File: src/rtl/regfile_pkg.sv
// Shared constants for the 8-bit register file with a buffered read port.
//   WIDTH          : entry width in bits
//   RESET_VAL      : value loaded into entries and read data on reset
//   SET_VAL        : value loaded into every entry on set
//   DEFAULT_DEPTH  : default number of entries
//   DEFAULT_ADDR_W : default address width, log2(DEFAULT_DEPTH)
package regfile_pkg;

  localparam int unsigned WIDTH          = 8;
  localparam logic [7:0]  RESET_VAL      = 8'h00;
  localparam logic [7:0]  SET_VAL        = 8'hFF;
  localparam int unsigned DEFAULT_DEPTH  = 8;
  localparam int unsigned DEFAULT_ADDR_W = 3;

endpackage

File: src/rtl/rf_entry8.sv
// Single 8-bit storage entry.
// Priority on each rising edge: rst > set > we; the entry holds otherwise.
//   clk   : clock
//   rst   : synchronous active-high reset to RESET_VAL
//   set   : synchronous active-high preset to SET_VAL
//   we    : write enable for wdata
//   wdata : write data
//   q     : stored value
module rf_entry8
  import regfile_pkg::*;
(
  input  logic             clk,
  input  logic             rst,
  input  logic             set,
  input  logic             we,
  input  logic [WIDTH-1:0] wdata,
  output logic [WIDTH-1:0] q
);

  logic [WIDTH-1:0] val_d;
  logic [WIDTH-1:0] val_q;

  always_comb begin
    val_d = val_q;
    if (rst) begin
      val_d = RESET_VAL;
    end else if (set) begin
      val_d = SET_VAL;
    end else if (we) begin
      val_d = wdata;
    end
  end

  always_ff @(posedge clk) begin
    val_q <= val_d;
  end

  assign q = val_q;

endmodule

File: src/rtl/regfile8_rd.sv
// Register file of DEPTH 8-bit entries with an independent write port and a
// valid/ready read port that answers one cycle after request acceptance
// through a 1-deep response buffer.
//   clk, rst       : clock, synchronous active-high reset
//   set            : preset all entries to SET_VAL
//   we/waddr/wdata : write port (never stalls)
//   rd_req_valid/rd_req_ready/rd_addr   : read request handshake
//   rd_resp_valid/rd_resp_ready/rd_data : read response handshake
module regfile8_rd
  import regfile_pkg::*;
#(
  parameter int unsigned DEPTH  = DEFAULT_DEPTH,
  parameter int unsigned ADDR_W = DEFAULT_ADDR_W
) (
  input  logic              clk,
  input  logic              rst,
  input  logic              set,
  input  logic              we,
  input  logic [ADDR_W-1:0] waddr,
  input  logic [WIDTH-1:0]  wdata,
  input  logic              rd_req_valid,
  output logic              rd_req_ready,
  input  logic [ADDR_W-1:0] rd_addr,
  output logic              rd_resp_valid,
  input  logic              rd_resp_ready,
  output logic [WIDTH-1:0]  rd_data
);

  logic [WIDTH-1:0] entry_q [DEPTH];
  logic [DEPTH-1:0] entry_we;

  for (genvar i = 0; i < DEPTH; i++) begin : g_entry
    assign entry_we[i] = we && (waddr == ADDR_W'(i));

    rf_entry8 u_entry (
      .clk   (clk),
      .rst   (rst),
      .set   (set),
      .we    (entry_we[i]),
      .wdata (wdata),
      .q     (entry_q[i])
    );
  end

  logic             resp_valid_q;
  logic             resp_valid_d;
  logic [WIDTH-1:0] rd_data_q;
  logic [WIDTH-1:0] rd_data_d;
  logic [WIDTH-1:0] rd_next_val;
  logic             req_accept;

  // The buffer can take a new request when empty or when its current
  // response retires on this same edge; reset blocks acceptance.
  assign rd_req_ready = !rst && (!resp_valid_q || rd_resp_ready);
  assign req_accept   = rd_req_valid && rd_req_ready;

  // Write-first bypass: return the entry as it will look after this edge.
  always_comb begin
    rd_next_val = entry_q[rd_addr];
    if (set) begin
      rd_next_val = SET_VAL;
    end else if (we && (waddr == rd_addr)) begin
      rd_next_val = wdata;
    end
  end

  always_comb begin
    resp_valid_d = resp_valid_q;
    rd_data_d    = rd_data_q;
    if (rst) begin
      resp_valid_d = 1'b0;
      rd_data_d    = RESET_VAL;
    end else if (req_accept) begin
      resp_valid_d = 1'b1;
      rd_data_d    = rd_next_val;
    end else if (resp_valid_q && rd_resp_ready) begin
      resp_valid_d = 1'b0;
    end
  end

  always_ff @(posedge clk) begin
    resp_valid_q <= resp_valid_d;
    rd_data_q    <= rd_data_d;
  end

  assign rd_resp_valid = resp_valid_q;
  assign rd_data       = rd_data_q;

endmodule

File: config.mk
export PLATFORM = sky130hd
export DESIGN_NAME = regfile8_rd
export DESIGN_NICKNAME = d
export VERILOG_FILES = /design/src/rtl/regfile_pkg.sv /design/src/rtl/rf_entry8.sv /design/src/rtl/regfile8_rd.sv
export SDC_FILE = /design/constraint.sdc
export NUM_CORES = 1
export LEC_CHECK = 0
export CAP_MARGIN = 20
export CORE_MARGIN = 1.5
export CORE_UTILIZATION = 51
export CTS_CLUSTER_SIZE = 12
export DETAILED_ROUTE_END_ITERATION = 6
export PLACE_DENSITY = 0.72
export SETUP_SLACK_MARGIN = 0.3
export SLEW_MARGIN = 25
export SYNTH_ARGS = -nofsm -noshare
export SYNTH_HDL_FRONTEND = slang
export SYNTH_SLANG_ARGS = --single-unit
File: constraint.sdc
create_clock -name clk -period 3.3 [get_ports clk]
set_input_delay 0.33 -clock clk [delete_from_list [all_inputs] [get_ports clk]]
set_output_delay 0.33 -clock clk [all_outputs]
set_load 0.01 [all_outputs]
# Yosys cells after proc, flatten, opt, wreduce, memory -nomap -nowiden
# Index checks and enable logic that the tools add are counted.
# Widths: inputs -> output; s select.
# classes
magnitude_cmp,1
n_eq_ne,8
muxes,23
bitwise,1
reduce_logical,25
# ops
operator,n
$mux 8,20
$bmux 8 s3,1
$reduce_bool 2->1,9
$eq 3x3->1 const B,4
$logic_and 1x1->1,12
$eq 3x2->1 const B,2
$ge 4x4->1 const B,1
$not 3->4,1
$eq 3x1->1 const B,1
$eq 3x3->1,1
$logic_not 3->1,1
$logic_not 1->1,2
$mux 1,2
$logic_or 1x1->1,1
# word_totals
register_bits,73
elab_cells,68

# Longest topological paths before layout
# Gate-level depths: netlist of run 1.
# logic_depth
ltp_word,6
ltp_mapped,6
mapped_depth_nobuf,4

# Modules after synthesis
# A second synthesis of run 1 with hierarchy kept.
# hier_totals
cells_unflattened,304
hier_area_um2,3443.3
# by_module_without_submodules
module,n_inst,cells_each,area_each_um2,seq_area_each_um2
rf_entry8,8,27,299.0,160.2
regfile8_rd,1,88,1051.0,180.2

# Least setup slack after synthesis of run 1
# OpenSTA, ideal clock, no wires.
# synth_path
kind,flip-flop to flip-flop
from,register resp_valid_q (netlist: rd_resp_valid)
to,register rd_data_q[0] (netlist: rd_data[0])
setup_time_ns,0.140
arrival_time_ns,1.374
t_required_ns,3.160
path_slack_ns,1.785
stages_incl_launch_ff,5
path_buffers,0
synth_period_minus_slack_ns,1.515
path_cell_list,dfxtp_1 > nor2b_4 > nor3b_4 > nor3b_4 > a221oi_2
# synth_between
elab_chain_cells,4
# synth_lines
item,line,rtl
"start, declared",regfile8_rd.sv:45,logic resp_valid_q;
"start signal, assigned",regfile8_rd.sv:82,resp_valid_q <= resp_valid_d;
$logic_not 1->1,regfile8_rd.sv:54,assign rd_req_ready = !rst && (!resp_valid_q || rd_resp_ready);
$logic_or 1x1->1,regfile8_rd.sv:54,
$logic_and 1x1->1,regfile8_rd.sv:54,
$logic_and 1x1->1,regfile8_rd.sv:55,assign req_accept = rd_req_valid && rd_req_ready;
"end signal, assigned",regfile8_rd.sv:83,rd_data_q <= rd_data_d;
"end, declared",regfile8_rd.sv:47,logic [WIDTH-1:0] rd_data_q;
# Every way passes these cells.
# A chain may end at the register's enable or synchronous reset.

# Final worst setup path of run 1
# layout_path
from,input rd_addr[2]
to,register rd_data_q[4] (netlist: rd_data[4])
# layout_between
elab_chain_cells,6
# layout_lines
item,line,rtl
"start, declared",regfile8_rd.sv:23,"input logic [ADDR_W-1:0] rd_addr,"
$not 3->4 (not written as such),regfile8_rd.sv:59,rd_next_val = entry_q[rd_addr];
$bmux 8 s3,regfile8_rd.sv:59,
$mux 8 (not written as such) (2 in series),regfile8_rd.sv:59,
$mux 8 (*),regfile8_rd.sv:62,end else if (we && (waddr == rd_addr)) begin
$mux 8 (*),regfile8_rd.sv:60,if (set) begin
# Every way passes the cells marked *; elsewhere a longest branch is shown, timed or not. The select of a mux whose other input is x is not followed.

==> results of run 1 <==
-- layer usage --
metal | vias up | GRT usage | wire length (um)
met5 | - | 0 | 0
met4 | 0 | 0.141 | 339
met3 | 20 | 0.0433 | 675
met2 | 144 | 0.341 | 3740
met1 | 1367 | 0.409 | 4160
li1 | 1377 | - | -
-- power breakdown --
| part | leakage (nW) | switching (mW) | internal [mW] | total, mW |
|---|---|---|---|---|
| Sequential | 0.612 | 0.0454 | 0.953 | 0.998 |
| Clock | 0.0953 | 0.325 | 0.367 | 0.692 |
| Combinational | 0.759 | 0.162 | 0.139 | 0.301 |
| Total | 1.47 | 0.532 | 1.46 | 1.99 |
-- cell families (layout without fill, tap and decap cells) --
| logic type | Yosys count | after routing | share of synthesized area |
|---|---|---|---|
| flip-flops | 73 | 73 | 0.432 |
| AND/OR/NAND/NOR | 161 | 161 | 0.203 |
| buffers and inverters | 42 | 59 | 0.0611 |
| multiplexers | 24 | 24 | 0.130 |
| AO/OA/AOI/OAI | 80 | 80 | 0.166 |
| XOR/XNOR | 3 | 3 | 0.00778 |
-- sequential cells by signal, summed over array words and instances, names as in the netlist --
signal,count
g_entry.u_entry.q,64
rd_data,8
rd_resp_valid,1
-- path summary, 6_finish.rpt --
check                                        startpoint                       to  slack, ns  depth (start not counted)
worst max-delay path                         rd_addr[2]               rd_data[4]       1.28                          5
worst min-delay path                                rst            rd_resp_valid       0.46                          2
worst max register to register            rd_resp_valid               rd_data[4]       1.61                          4
worst min register to register  g_entry[6].u_entry.q[4]  g_entry[6].u_entry.q[4]       0.49                          2
-- cell usage after synthesis --
master and number:
xnor2_1 3, nand3_1 4, nor2b_4 1, and3_1 1
clkbuf_1 14, a221oi_2 8, buf_4 2, nand2_1 133
dfxtp_1 73, nor2_1 10, mux2i_1 8, mux4_2 16
nand4_1 2, a31oi_1 64, buf_1 8, nor3_2 2
inv_1 10, nand2b_1 3, nor3b_4 2, buf_2 3
a21oi_1 8, nor2b_1 3, buf_6 5
-- cell type report --
type                       count  area, um^2
timing repair buffer          33         315
clock inverter                 5        55.1
fill                         547        2570
tap                           77        96.3
clock buffer                  11         141
multi-input combinational    268        1710
sequential                    73        1460
inverter                      10        37.5
-- placed cells by master (no fill, tap or decap), types with 3 or more instances in the layout --
cell,instances
nand2_1,133
xnor2_1,3
dfxtp_1,73
clkbuf_8,10
nand2b_1,3
nor2_1,10
a31oi_1,64
a221oi_2,8
nand3_1,4
nor2b_1,3
mux4_2,16
clkdlybuf4s50_1,28
buf_4,4
a21oi_1,8
inv_1,10
mux2i_1,8
-- worst reg2reg max path, stage by stage, from the launching register on --
cell	delay, ns
dfxtp_1	0.31
nor2b_4	0.13
nor3b_4	0.38
nor3b_4	0.57
a221oi_2	0.16
==> results.py, run 1 <==
metrics = {
    "outcome": {
        "status": "finished, final reports clean",
    },
    "global_route": {
        "grt.total_usage": 0.262,
        "overflow": 0,
        "antenna_found_initial": 0,
        "grt_pass1_wl_um": 14200,
        "grt_max_degree": 48,
        "grt_pass1_vias": 2533,
    },
    "synthesis": {
        "synthesis.nets": 403,
        "yosysTopAreaCellShare": 0.432,
        "yosysWarnings": 0,
        "synth-seq-cells": 73,
        "synth_area_leaders": "dfxtp_1 (43%), nand2_1 (15%), a31oi_1 (12%), mux4_2 (11%), a221oi_2 (3.6%)",
        "netlist_area_mm2": 0.00338,
        "yosysUniqueCellTypes": 23,
        "synth_top_cell_by_area": "dfxtp_1",
        "seq_area_frac_synth": 0.432,
        "synth.avg_cell_area_um2": 8.82,
        "synthCells": 383,
    },
    "cts": {
        "clk_pin_slew_ns": 0.07,
        "numCtsBuffers": 9,
        "cts_max_level": 3,
        "cts_root_buf": "clkbuf_8",
        "cts.sinks": 73,
        "cts_setup_buffers": 0,
        "clk_latency_ns": 0.34,
        "cts_resized": 0,
        "cts_tree": "built",
        "hold_buffers": 0,
        "cts_max_path_buffers": 2,
    },
    "placement": {
        "placed_area_mm2": 0.00362,
        "portBuffers": 29,
        "place_congestion": 0.893,
        "post-place-ws_ns": 0.952,
        "dp.cells": 461,
        "hpwlAfterDp_um": 6090,
    },
    "layout": {
        "n_antenna_cell": 0,
        "nets": 415,
        "drive_above_1_share": 0.123,
        "utilization": 0.598,
        "area.growth.synth_to_final_pct": 13.0,
        "final-instance-count-excl-fill": 477,
        "postLayoutCellArea_mm2": 0.00382,
    },
    "setup_path": {
        "crit_type": "in -> reg",
        "critPathMaxFanout": 9,
        "cp.arrival_ns": 2.22,
        "cp_slowest_cell": "clkdlybuf4s50_1",
        "crit_buf_inv": 1,
        "worstPathRequired_ns": 3.50,
        "end_kind": "flip-flop",
        "path_cells": "clkdlybuf4s50_1, xnor2_1, nand4_1, nor3b_4, a221oi_2",
        "slowest_delay_ns": 0.81,
        "worstSetupStartpointType": "input pin",
        "crit_family": "buffers and inverters",
    },
    "power_and_ir_drop": {
        "powerDensity_mw_per_mm2": 522,
        "p_leak_nw": 1.47,
        "finalPower_mw": 1.99,
        "peakVddDrop_mv": 0.635,
    },
    "floorplanning": {
        "num_rows": 29,
        "die-width_um": 84.4,
        "fp.dieH_um": 84.4,
        "initial_core_util": 0.529,
        "die-area_mm2": 0.00712,
        "fp.coreArea_mm2": 0.00639,
        "io_pins": 30,
    },
    "route": {
        "dr_total_vias": 2908,
        "first_pass_iters": 5,
        "drc": 0,
        "wl_per_cell_um": 18.7,
        "antenna_left": 0,
        "wirelength_um": 8910,
        "vias_per_cell": 6.10,
        "drt_iter0_drc": 366,
    },
    "timing": {
        "hold_violations": 0,
        "fin_setup_tns_ns": 0,
        "slew_violations": 0,
        "post-route-period-util": 0.611,
        "holdWs_ns": 0.464,
        "tightest_slew_ns": 0.608,
        "rsz0062_at_grt": "false",
        "final.setup_skew_ns": 0.00642,
        "finalCriticalPeriod_ns": 2.02,
        "max_freq_mhz": 496,
        "setup_viol": 0,
        "slew_headroom": 0.594,
        "worst_slack_ns": 1.28,
    },
    "worst_hold_path": {
        "holdCritPathClass": "in -> reg",
    },
    "flow_run": {
        "drv_cap": 0,
    },
}
(Power assumes the default switching activity.)
==> inputs of run 2 (changes only) <==
clock period = 2.1 ns   (was 3.3 ns; I/O delays follow)
==> run 2 against run 1 <==
Worst hold slack worse by 0.17 ns. Die area unchanged. Sequential share of layout area down 1.2 points. Clock power up 45%. Sequential power up 57%. Clock-buffer cell count unchanged. Combinational power up 63%. Critical endpoint unchanged. First-iteration DRC count down 33%. Via count up 3.7%. Flip-flop and latch count unchanged. Clock skew down 0.0036 ns. Global-route usage up 0.24 points.
==> results.py, run 2 (synthesis results as in run 1) <==
metrics = {
    "outcome": {
        "status": "finished, final reports clean",
    },
    "cts": {
        "cts_tree": "built",
        "cts_setup_buffers": 0,
        "cts_resized": 0,
        "cts.sinks": 73,
        "cts_max_path_buffers": 2,
        "numCtsBuffers": 9,
        "hold_buffers": 0,
        "cts_root_buf": "clkbuf_8",
        "clk_latency_ns": 0.35,
        "clk_pin_slew_ns": 0.08,
        "cts_max_level": 3,
    },
    "layout": {
        "layout_commonest_cell": "nand2_1",
        "nets": 432,
        "utilization": 0.618,
        "postLayoutCellArea_mm2": 0.00394,
        "largest_register_ffs": 64,
        "drive_above_1_share": 0.161,
        "final_cell_mix": "nand2_1 (133), dfxtp_1 (73), a31oi_1 (64), clkdlybuf4s50_1 (28), buf_4 (20)",
        "n_antenna_cell": 0,
        "area.growth.synth_to_final_pct": 16.7,
    },
    "route": {
        "wl_per_cell_um": 18.1,
        "first_pass_iters": 5,
        "drt_iter0_drc": 245,
        "antenna_left": 0,
        "vias_per_cell": 6.10,
        "wirelength_um": 8950,
        "drc": 0,
        "dr_total_vias": 3015,
    },
    "power_and_ir_drop": {
        "powerDensity_mw_per_mm2": 776,
        "peakVddDrop_mv": 0.465,
        "finalPower_mw": 3.06,
        "p_leak_nw": 1.55,
    },
    "floorplanning": {
        "fp.coreArea_mm2": 0.00639,
        "io_pins": 30,
        "fp.dieH_um": 84.4,
        "initial_core_util": 0.529,
        "die-area_mm2": 0.00712,
        "num_rows": 29,
        "die-width_um": 84.4,
    },
    "setup_path": {
        "crit_type": "in -> reg",
        "end_kind": "flip-flop",
        "worstPathRequired_ns": 2.31,
        "worstSetupStartpointType": "input pin",
        "critPathMaxFanout": 5,
        "cp.arrival_ns": 1.85,
    },
    "timing": {
        "max_freq_mhz": 610,
        "final.setup_skew_ns": 0.00279,
        "hold_violations": 0,
        "setup_viol": 0,
        "post-route-period-util": 0.780,
        "tightest_slew_ns": 0.553,
        "finalCriticalPeriod_ns": 1.64,
        "slew_violations": 0,
        "slew_headroom": 0.632,
        "rsz0062_at_grt": "false",
        "fin_setup_tns_ns": 0,
    },
    "global_route": {
        "grt_pass1_vias": 2743,
        "grt_pass1_wl_um": 14500,
        "grt_max_degree": 52,
        "grt.total_usage": 0.264,
        "overflow": 0,
        "antenna_found_initial": 0,
    },
    "placement": {
        "place_congestion": 0.874,
        "hpwlAfterDp_um": 6090,
        "placed_area_mm2": 0.00376,
        "portBuffers": 29,
    },
    "flow_run": {
        "drv_cap": 0,
    },
    "worst_hold_path": {
        "holdCritPathClass": "in -> reg",
    },
}
[run 2: changes by cell type in the layout (fill, tap and decap cells not counted)]
cell	previous run	this run
buf_12	0	1
buf_4	4	20
clkbuf_8	10	11
clkinv_2	2	3
clkbuf_1	1	0
bufinv_16	1	0
[run 2: routing by layer]
layer  GRT usage  part of all wire  vias up
li1            -                 -     1408
met1       0.376              0.43     1429
met4       0.113             0.021        0
met2       0.401              0.46      164
met3      0.0433             0.089       14
met5           0                 0        -
[run 2: stage by stage]
step | hold slack [ns] | instances | worst slack (ns)
6_report | 0.293 | 494 | 0.462
3_3_place_gp | 0.461 | 478 | 0.153
2_1_floorplan | 0.331 | 383 | 0.585
4_1_cts | 0.272 | 494 | 0.452
3_5_place_dp | 0.470 | 478 | 0.0916
5_1_grt | 0.301 | 494 | 0.382
[run 2: power breakdown]
group	switching (mW)	internal (mW)	leakage, nW
clock network	0.516	0.487	0.0911
registers	0.0686	1.50	0.612
logic	0.255	0.236	0.851
total	0.839	2.22	1.55
[run 2: final cells by class]
type | count | area, um^2
clock buffers | 11 | 151
clock inverters | 5 | 30.0
fillers | 534 | 2440
inverters | 10 | 37.5
multi-input cells | 268 | 1710
flip-flops and latches | 73 | 1460
well taps | 77 | 96.3
repair buffers | 50 | 455
[run 2: worst paths after layout]
path / start / endpoint / slack, ns / cells past startpoint
max reg2reg: rd_resp_valid / rd_data[4] / 0.60 / 4
min: rst / g_entry[2].u_entry.q[2] / 0.29 / 2
min reg2reg: g_entry[7].u_entry.q[1] / g_entry[7].u_entry.q[1] / 0.48 / 2
max: rd_addr[0] / rd_data[4] / 0.46 / 5
[run 2: critical path, cell delays in order]
cell and delay, ns:
clkdlybuf4s50_1 0.63, buf_4 0.23, mux4_2 0.49, mux2i_1 0.19, a221oi_2 0.09
